**config.mk**
```make
export PLATFORM = sky130hd
export DESIGN_NAME = bin_to_bcd_seq
export DESIGN_NICKNAME = d
export VERILOG_FILES = /design/src/rtl/bin_to_bcd_seq_pkg.sv /design/src/rtl/bin_to_bcd_seq_bcd_digit_adj.sv /design/src/rtl/bin_to_bcd_seq.sv
export SDC_FILE = /design/constraint.sdc
export NUM_CORES = 1
export LEC_CHECK = 0
export CORE_UTILIZATION = 40
export CTS_CLUSTER_DIAMETER = 50
export CTS_CLUSTER_SIZE = 28
export DETAILED_ROUTE_END_ITERATION = 8
export PLACE_DENSITY = 0.7
export SYNTH_ARGS = -nofsm -noshare
export SYNTH_HDL_FRONTEND = slang
export SYNTH_SLANG_ARGS = --single-unit
```
**constraint.sdc**
```tcl
create_clock -name clk -period 4.59 [get_ports clk]
set_clock_uncertainty 0.1 [all_clocks]
set_input_delay 0.918 -clock clk [delete_from_list [all_inputs] [get_ports clk]]
set_output_delay 0.918 -clock clk [all_outputs]
set_load 0.01 [all_outputs]
```
**src/rtl/bin_to_bcd_seq_pkg.sv**
```systemverilog
// rtl/bin_to_bcd_seq_pkg.sv - shared constants and FSM state type for the binary-to-BCD converter
package bin_to_bcd_seq_pkg;

  localparam int BIN_W    = 14;
  localparam int BCD_MAX  = 9999;
  localparam int ITER_CNT = 14;
  localparam int CNT_W    = 4;

  typedef enum logic [1:0] {
    IDLE  = 2'd0,
    SHIFT = 2'd1,
    DONE  = 2'd2
  } state_e;

endpackage

```
**src/rtl/bin_to_bcd_seq_bcd_digit_adj.sv**
```systemverilog
// rtl/bin_to_bcd_seq_bcd_digit_adj.sv - double-dabble digit correction: add 3 when the nibble is 5 or more
module bcd_digit_adj (
  input  logic [3:0] digit_i,
  output logic [3:0] digit_o
);

  assign digit_o = (digit_i >= 4'd5) ? (digit_i + 4'd3) : digit_i;

endmodule

```
**src/rtl/bin_to_bcd_seq.sv**
```systemverilog
// rtl/bin_to_bcd_seq.sv - sequential 14-bit binary to 4-digit BCD converter with saturation at BCD_MAX
module bin_to_bcd_seq #(
  parameter int BIN_W   = bin_to_bcd_seq_pkg::BIN_W,
  parameter int BCD_MAX = bin_to_bcd_seq_pkg::BCD_MAX
) (
  input  logic             clk,
  input  logic             rst_n,
  input  logic             start,
  input  logic [BIN_W-1:0] bin,
  output logic             busy,
  output logic             done,
  output logic             ovf,
  output logic [3:0]       val3,
  output logic [3:0]       val2,
  output logic [3:0]       val1,
  output logic [3:0]       val0
);

  import bin_to_bcd_seq_pkg::*;

  localparam logic [BIN_W-1:0] MAX_BIN   = BIN_W'(BCD_MAX);
  localparam logic [CNT_W-1:0] CNT_START = CNT_W'(ITER_CNT);

  state_e             state_q, state_d;
  logic [CNT_W-1:0]   cnt_q, cnt_d;
  logic [BIN_W-1:0]   sh_q, sh_d;
  logic [15:0]        acc_q, acc_d;
  logic               sat_q, sat_d;
  logic [15:0]        val_q, val_d;
  logic               ovf_q, ovf_d;
  logic               done_q, done_d;
  logic               busy_q, busy_d;

  logic [15:0]        adj_acc;
  logic [BIN_W+15:0]  shifted;

  for (genvar i = 0; i < 4; i++) begin : g_adj
    bcd_digit_adj u_adj (
      .digit_i (acc_q[4*i +: 4]),
      .digit_o (adj_acc[4*i +: 4])
    );
  end

  // The accumulator MSB falls off the shift; it is never set for inputs up to 9999.
  assign shifted = {adj_acc, sh_q} << 1;

  always_comb begin
    state_d = state_q;
    cnt_d   = cnt_q;
    sh_d    = sh_q;
    acc_d   = acc_q;
    sat_d   = sat_q;
    val_d   = val_q;
    ovf_d   = ovf_q;
    done_d  = 1'b0;
    busy_d  = (state_q != IDLE);

    case (state_q)
      IDLE: begin
        if (start) begin
          state_d = SHIFT;
          cnt_d   = CNT_START;
          acc_d   = '0;
          if (bin > MAX_BIN) begin
            sh_d  = MAX_BIN;
            sat_d = 1'b1;
          end else begin
            sh_d  = bin;
            sat_d = 1'b0;
          end
        end
      end
      SHIFT: begin
        {acc_d, sh_d} = shifted;
        cnt_d         = cnt_q - 1'b1;
        if (cnt_q == CNT_W'(1)) begin
          state_d = DONE;
        end
      end
      DONE: begin
        // Results are published only here so the display never sees partial digits.
        val_d   = acc_q;
        ovf_d   = sat_q;
        done_d  = 1'b1;
        state_d = IDLE;
      end
      default: begin
        state_d = IDLE;
      end
    endcase
  end

  always_ff @(posedge clk) begin
    if (!rst_n) begin
      state_q <= IDLE;
      cnt_q   <= '0;
      sh_q    <= '0;
      acc_q   <= '0;
      sat_q   <= 1'b0;
      val_q   <= '0;
      ovf_q   <= 1'b0;
      done_q  <= 1'b0;
      busy_q  <= 1'b0;
    end else begin
      state_q <= state_d;
      cnt_q   <= cnt_d;
      sh_q    <= sh_d;
      acc_q   <= acc_d;
      sat_q   <= sat_d;
      val_q   <= val_d;
      ovf_q   <= ovf_d;
      done_q  <= done_d;
      busy_q  <= busy_d;
    end
  end

  assign busy = busy_q;
  assign done = done_q;
  assign ovf  = ovf_q;
  assign val3 = val_q[15:12];
  assign val2 = val_q[11:8];
  assign val1 = val_q[7:4];
  assign val0 = val_q[3:0];

endmodule
```
* Yosys cells after proc, flatten, opt, wreduce, memory -nomap -nowiden
Cells that the tools add are included.
Storage, ports and cells: flip-flop bits (word level) 56, latch bits 0, memory bits (writable) 0, memory bits (read-only) 0, bits of input ports 17, output and inout port bits 19, memories 0
Cells by class: add/subtract/negate cells 5, multipliers 0, div/mod/pow operators 0, magnitude comparators 5, equality and inequality tests 5, shifts and indexed selects 0, multiplexer cells 16, bitwise gates (word level) 0, reductions and logical operators 6
Operator list (number):
- 16-bit one-hot mux with 2 select lines | 1
- 14-bit two-way mux | 2
- 14-bit one-hot mux with 2 select lines | 1
- 4-bit by 3-bit >= comparator with 1-bit output (second input constant) | 4
- 16-bit two-way mux | 1
- 4-bit two-way mux | 4
- 14-bit > comparator (second input constant) | 1
- 4-bit by 2-bit adder with 4-bit output (second input constant) | 3
- 4-bit one-hot mux with 2 select lines | 1
- 2-bit AND reduction | 3
- 4-bit by 1-bit == test with 1-bit output (second input constant) | 1
- 2-bit two-way mux | 2
- 2-bit != test (second input constant) | 2
- 2-bit one-hot mux with 2 select lines | 1
- 2-bit nonzero test | 2
- 4-bit by 1-bit subtractor with 4-bit output (second input constant) | 1
- 3-bit by 2-bit adder with 3-bit output (second input constant) | 1
- 3-bit two-way mux | 1
- 2-bit by 1-bit == test with 1-bit output (second input constant) | 1
- 2-bit == test (second input constant) | 1
- 2-bit zero test | 1
- 1-bit two-way mux | 2

* Logic depth before layout (Yosys ltp)
Gate-level depths: netlist of run 1.
depth after elaboration 4, mapped depth 6, mapped depth without buffers 6

* Hierarchy
Synthesis of run 1 repeated with hierarchy kept, for this count alone.
Second synthesis, totals: cell total of the unflattened synthesis 284, area total of the unflattened synthesis 2497.4 um2
Modules (own cells, without submodules):
- bin_to_bcd_seq | instances 1, cells an instance 220, area an instance 2092.0 um2, seq. area each 1121.1 um2
- bcd_digit_adj | instances 4, cells an instance 16, area an instance 101.3 um2, seq. area each 0.0 um2

* Worst setup path after synthesis of run 1
No wires, ideal clock.
kind in2reg, start input bin[12], end register sh_q[0], setup time 122 ps, data arrival time 1654 ps, required time 4368 ps, slack 2714 ps, stages 4, path through o21ai_0 o21ai_0 a211oi_1 nor4_2
On the way: longest elaborated chain between the ends 4
RTL lines:
- from (decl) | line bin_to_bcd_seq.sv:9 | input logic [BIN_W-1:0] bin,
- 14-bit > comparator | line bin_to_bcd_seq.sv:64 | if (bin > MAX_BIN) begin
- 14-bit two-way mux | line bin_to_bcd_seq.sv:64
- 14-bit two-way mux | line bin_to_bcd_seq.sv:60 | if (start) begin
- 14-bit one-hot mux with 2 select lines | line bin_to_bcd_seq.sv:58 | case (state_q)
- to (signal assigned) | line bin_to_bcd_seq.sv:97 | sh_q <= '0;
- to (signal assigned) | line bin_to_bcd_seq.sv:107 | sh_q <= sh_d;
- to (decl) | line bin_to_bcd_seq.sv:26 | logic [BIN_W-1:0] sh_q, sh_d;
No other way between the ends. The select of a mux whose other input is x is not followed. A chain may end at the register's enable or synchronous reset.

* Final worst setup path of run 1
start register state_q[0], end register acc_q[12]
On the way: longest elaborated chain between the ends 3, elaborated cells between the ends (all ways) 6
RTL lines:
- from (decl) | line bin_to_bcd_seq.sv:24 | state_e state_q, state_d;
- from (signal assigned) | line bin_to_bcd_seq.sv:105 | state_q <= state_d;
- 2-bit by 1-bit == test with 1-bit output / 2-bit zero test (equally long branches) | line bin_to_bcd_seq.sv:58
- 2-bit nonzero test (no source line) / 2-bit != test (equally long branches)
- 2-bit AND reduction (no source line)
- to (signal assigned) | line bin_to_bcd_seq.sv:98 | acc_q <= '0;
- to (signal assigned) | line bin_to_bcd_seq.sv:108 | acc_q <= acc_d;
- to (decl) | line bin_to_bcd_seq.sv:27 | logic [15:0] acc_q, acc_d;
Parallel ways exist; a longest one is shown, timed or not.

==> flow_summary.toml, run 1 <==
[clocking]
cts_root_buf = "clkbuf_8"
h-tree-depth = 2
insertion_delay_ns = 0.31
cts.repair.resized = 0
cts_tree = "built"
cts_setup_buffers = 0
clk_pin_slew_ns = 0.09
clockBufferDepth = 2
clock-sinks = 56
cts_hold_buf = 0
cts_buffers = 5

[hold_path]
worstHoldPathType = "reg -> reg"
hold_end = "val_q[11]"
holdPathStages = 2
holdCritStartpoint = "val_q[11]"

[power]
p_leak_nw = 0.9973
total_power_w = 0.0008855
power.density_mw_per_mm2 = 303.5
irDropWorstVdd_v = 0.0001573

[worst_setup_path]
end_kind = "flop"
cp_max_fo = 20
critPathLaunch = "state_q[0]"
cp.required_ns = 4.71
rr_worst_depth = 3
critPathKind = "reg -> reg"
r2r-start = "state_q[0]"
worst_setup_path_start_kind = "flop"
r2r_setup_slack_ns = 2.13
cp_data_arrival_time_ns = 2.57
reg2reg_to = "acc_q[12]"

[global_route]
grt_max_degree = 38
grt_remaining_overflow = 0
antenna_found_initial = 0
grt_usage_pct = 17.00
grt_pass1_wl_mm = 8.507
grt_pass1_vias = 1913

[floorplan]
ioPinCount = 36
dieArea_mm2 = 0.006570
initial_core_util_pct = 41.73
rows = 28
die_h_um = 81.06
die_x_um = 81.06
core_mm2 = 0.005991

[sta]
fin_ws_ns = 2.134
rsz0062_at_grt = "no"
max_slew.worst_pin.slew_ns = 0.8192
drv_slew = 0
fmax_mhz = 407.2
setup_viol = 0
hold_viol_final = 0
whs_ns = 0.3575
finalCritPeriodShare_pct = 53.50
slew_headroom_pct = 45.14
post-route-min-period_ns = 2.456
finalSetupTns_ns = 0

[route]
routed_wl_mm = 4.951
ant_nets = 0
vias = 2014
drtPass1Iterations = 5
vias_per_cell = 5.204
first_iter_violations = 113
wl_per_cell_um = 12.79
drcViolationCount = 0

[synthesis]
synth_area_leader_cell = "dfxtp_1"
netlist_instances = 283
synthFlopType = "dfxtp_1"
synth_edf_count = 0
synthesis.area_mm2 = 0.002500
yosys.area.top_type_share_pct = 44.84
syn_nets = 310
synthTopCellsByArea = "dfxtp_1 45%, nand2_1 7.5%, a21oi_1 6.8%"
synth_warnings = 0
ys_seq_area_share_pct = 44.84
yosysUniqueCellTypes = 41
syn_area_per_cell_um2 = 8.834
synthArstFlopShare_pct = 0
ys_ff_latch = 56

[placement]
gp_congestion = 0.7759
hpwl_mm = 3.513
io_buffers = 35
place_ws_ns = 1.991

[finish]
area_growth_syn_to_layout_pct = 16.72
nets = 338
diodes = 0
drive_gt1_share_pct = 8.974
final_core_util_pct = 48.71

[outcome]
outcome = "finished, final reports clean"

[flow_run]
drv_cap = 0
critical path, stage by stage, from the launching register on:
cell	delay (ns)
dfxtp_1	0.61
nor2b_2	0.77
nand2_1	0.51
o31ai_1	0.37
worst max path at each step:
stage          depth (start not counted)  slack, ns         to
2_1_floorplan                          4       2.71    sh_q[0]
3_3_place_gp                           5       2.04    sh_q[7]
3_5_place_dp                           3       1.99  acc_q[12]
4_1_cts                                3       2.08  acc_q[12]
5_1_grt                                3       1.90  acc_q[12]
6_report                               3       2.13  acc_q[12]
state kept, by name (all words and copies together) (netlist names), 2 cells and up:
register  flops
val_q        16
sh_q         14
cnt_q         4
state_q       2
acc_q        16
final cells by class:
class | count | area [um^2]
clock buffers | 8 | 90.09
fillers | 603 | 3073
inverters | 16 | 60.06
multi-input cells | 197 | 1202
flip-flops and latches | 56 | 1121
well taps | 75 | 93.84
repair buffers | 35 | 350.3
synth_stat cells (all sizes together), types with 2 or more instances:
| master | n |
|---|---|
| nor2 | 25 |
| nor4 | 2 |
| xor2 | 3 |
| mux2 | 4 |
| o21ai | 19 |
| clkbuf | 2 |
| a211oi | 3 |
| nand3 | 6 |
| o221ai | 6 |
| buf | 12 |
| dfxtp | 56 |
| xnor2 | 4 |
| ha | 10 |
| nand2 | 50 |
| o31ai | 3 |
| nand2b | 6 |
| inv | 16 |
| nor3 | 5 |
| a222oi | 6 |
| a21oi | 34 |
metal layers:
metal	vias to the layer above	GRT usage [%]	part of all wire, %
met5	-	0	0
met4	0	6.071	1.4
met3	6	3.708	4.1
met2	38	31.43	50
met1	940	18.95	44
li1	1030	-	-
cell families (layout without fill, tap and decap cells):
family | count (synthesis) | count (layout) | share of synthesized area [%]
AND/OR/NAND/NOR | 100 | 100 | 18.92
multiplexers | 4 | 4 | 1.802
adder cells (fa/ha/maj) | 10 | 10 | 5.005
flip-flops | 56 | 56 | 44.85
AO/OA/AOI/OAI | 76 | 76 | 19.92
buffers and inverters | 30 | 59 | 7.057
XOR/XNOR | 7 | 7 | 2.453
placed cells by master, fill, tap and decap left out, types with 6 or more instances in the layout:
master,instances
dfxtp_1,56
nand2_1,50
clkdlybuf4s50_1,35
a21oi_1,34
nor2_1,22
inv_1,14
o21ai_0,14
ha_1,10
a222oi_1,6
o221ai_1,6
nand3_1,6
clkbuf_8,6
report_power, final:
part,switching (W),total [W],internal [W],leakage [nW]
combinational,0.0000526,0.0000919,0.0000394,0.496
clock,0.000153,0.000276,0.000124,0.0455
sequential,0.0000144,0.000517,0.000503,0.455
total,0.000220,0.000885,0.000666,0.997
metrics by stage:
step / std cells / cell area [um^2]
5_1_grt: 387 / 2918
2_1_floorplan: 283 / 2500
3_5_place_dp: 379 / 2828
4_1_cts: 387 / 2918
6_report: 387 / 2918
3_3_place_gp: 379 / 2828
(Power assumes the default switching activity.)
==> run 2, diff against run 1 <==
--- a/config.mk
+++ b/config.mk
@@ -9,7 +9,7 @@
 export CTS_CLUSTER_DIAMETER = 50
 export CTS_CLUSTER_SIZE = 28
 export DETAILED_ROUTE_END_ITERATION = 8
-export PLACE_DENSITY = 0.7
+export PLACE_DENSITY = 0.72
 export SYNTH_ARGS = -nofsm -noshare
 export SYNTH_HDL_FRONTEND = slang
 export SYNTH_SLANG_ARGS = --single-unit
==> constraint.sdc (replaced) <==
create_clock -name clk -period 2.2 [get_ports clk]
set_clock_uncertainty 0.1 [all_clocks]
set_input_delay 0.44 -clock clk [delete_from_list [all_inputs] [get_ports clk]]
set_output_delay 0.44 -clock clk [all_outputs]
set_load 0.01 [all_outputs]
==> run 2 against run 1 <==
Net effect: routed wire length rose by 2.5%; power up 110%; sequential power increased by 110%; setup slack worse by 1.7 ns; sequential cell count stayed put; clock power increased by 110%; first-iteration DRC count shrank 20%; critical path type unchanged.
==> flow_summary.toml, run 2 (synthesis results as in run 1) <==
[power]
power.density_mw_per_mm2 = 625.4
p_sw_w = 0.0004710
seqPwrFrac_pct = 57.6
internal-power_w = 0.001401
switching_share_pct = 25.15
p_leak_nw = 1.039
irDropWorstVdd_v = 0.0003088
combPwrFrac_pct = 11.2
total_power_w = 0.001872
clockPowerShare_pct = 31.2

[finish]
nets = 346
fillCellCount = 573
drive_gt1_share_pct = 11.56
largest_registers = "acc_q: 16 flops, val_q: 16 flops, sh_q: 14 flops"
final_cell_mix = "56 x dfxtp_1, 50 x nand2_1, 35 x clkdlybuf4s50_1, 34 x a21oi_1, 22 x nor2_1"
area_growth_syn_to_layout_pct = 19.77
final_core_util_pct = 49.98
diodes = 0
stdcell_area_mm2 = 0.002994
layout_commonest_cell = "dfxtp_1"

[global_route]
grt_usage_pct = 16.73
grt_max_degree = 27
grt_remaining_overflow = 0
grt_pass1_vias = 1840
grt_pass1_wl_mm = 8.487
antenna_found_initial = 0

[clocking]
clockBufferDepth = 2
cts_hold_buf = 0
h-tree-depth = 2
insertion_delay_ns = 0.30
cts.repair.resized = 0
cts_buffers = 5
cts_setup_buffers = 0
clk_pin_slew_ns = 0.09
clock-sinks = 56
cts_tree = "built"
cts_root_buf = "clkbuf_8"

[sta]
slew_headroom_pct = 68.13
hold_viol_final = 0
finalSetupTns_ns = 0
finalCritPeriodShare_pct = 79.08
rsz0062_at_grt = "no"
max_slew.worst_pin.slew_ns = 0.4774
fmax_mhz = 574.8
fin_ws_ns = 0.4602
post-route-min-period_ns = 1.740
drv_slew = 0
setup_viol = 0

[floorplan]
rows = 28
die_x_um = 81.06
initial_core_util_pct = 41.73
core_mm2 = 0.005991
ioPinCount = 36
dieArea_mm2 = 0.006570
die_h_um = 81.06

[hold_path]
holdCritStartpoint = "val_q[7]"
hold_end = "val_q[7]"
worstHoldPathType = "reg -> reg"
holdPathStages = 2

[worst_setup_path]
path_cells = "inv_1 -> ha_1 -> nand2b_1 -> a21oi_1 -> mux2_2 -> o21ai_2"
cp.required_ns = 2.34
slowest_stage = "mux2_2"
r2r-start = "acc_q[5]"
cp_max_fo = 4
worst_setup_path_start_kind = "flop"
cp_data_arrival_time_ns = 1.88
reg2reg_to = "acc_q[6]"
path_buf_inv = 1
cp_slowest_stage_delay_ns = 0.39
critPathTopFamily = "compound AO/OA/AOI/OAI gates"
critPathKind = "reg -> reg"
end_kind = "flop"
rr_worst_depth = 6
r2r_setup_slack_ns = 0.46

[route]
first_iter_violations = 90
drcViolationCount = 0
wl_per_cell_um = 12.85
drtPass1Iterations = 4
ant_nets = 0
vias = 2058
routed_wl_mm = 5.075
vias_per_cell = 5.210

[outcome]
outcome = "finished, final reports clean"

[placement]
gp_congestion = 0.7847
place_area_mm2 = 0.002900
hpwl_mm = 3.638
place_ws_ns = 0.1769
io_buffers = 35

[flow_run]
drv_cap = 0
==> run 2: worst max-delay path by stage <==
stage	from	endpoint	slack, ns	cells after the start
2_1_floorplan	acc_q[5]	acc_q[6]	0.64	6
3_3_place_gp	bin[12]	sh_q[0]	0.20	6
3_5_place_dp	bin[6]	sh_q[0]	0.18	6
4_1_cts	val_q[4]	val1[0]	0.45	1
5_1_grt	acc_q[5]	acc_q[6]	0.37	6
6_report	acc_q[5]	acc_q[6]	0.46	6
==> run 2: power by group through the flow <==
stage                     Combinational, W  Clock, W  Sequential (W)
final                             0.000210  0.000584         0.00108
after global routing              0.000233  0.000636         0.00108
after CTS                         0.000211  0.000600         0.00108
after detailed placement          0.000210         0         0.00110
after global placement            0.000206         0         0.00110
after floorplan                   0.000156         0         0.00109
==> run 2: area by class of cell <==
| type | instances | area [um^2] | share of cell area (%) |
|---|---|---|---|
| multi-input combinational | 197 | 1202 | 40.16 |
| clock inverter | 1 | 7.507 | 0.2507 |
| sequential | 56 | 1121 | 37.44 |
| tap | 75 | 93.84 | 3.134 |
| timing repair buffer | 43 | 422.9 | 14.12 |
| clock buffer | 7 | 86.33 | 2.883 |
| inverter | 16 | 60.06 | 2.006 |
==> run 2: tightest hold or removal path, delay by kind of cell, from the launching register on <==
family / cells / cell delay (ns)
compound gates: 1 / 0.05
flops: 1 / 0.32
simple gates: 1 / 0.05
==> run 2: routing by layer <==
| metal | track usage, % | part of all wire (%) | vias up |
|---|---|---|---|
| met4 | 5.000 | 0.87 | 0 |
| met3 | 3.371 | 2.9 | 7 |
| li1 | - | - | 1050 |
| met1 | 21.20 | 49 | 960 |
| met5 | 0 | 0 | - |
| met2 | 28.49 | 47 | 41 |
==> run 2: metrics by stage <==
| step | cells | hold slack (ns) |
|---|---|---|
| final | 395 | 0.3593 |
| after global routing | 395 | 0.3819 |
| after CTS | 395 | 0.3634 |
| after detailed placement | 387 | 0.3494 |
| after global placement | 387 | 0.3404 |
| after floorplan | 283 | 0.3287 |
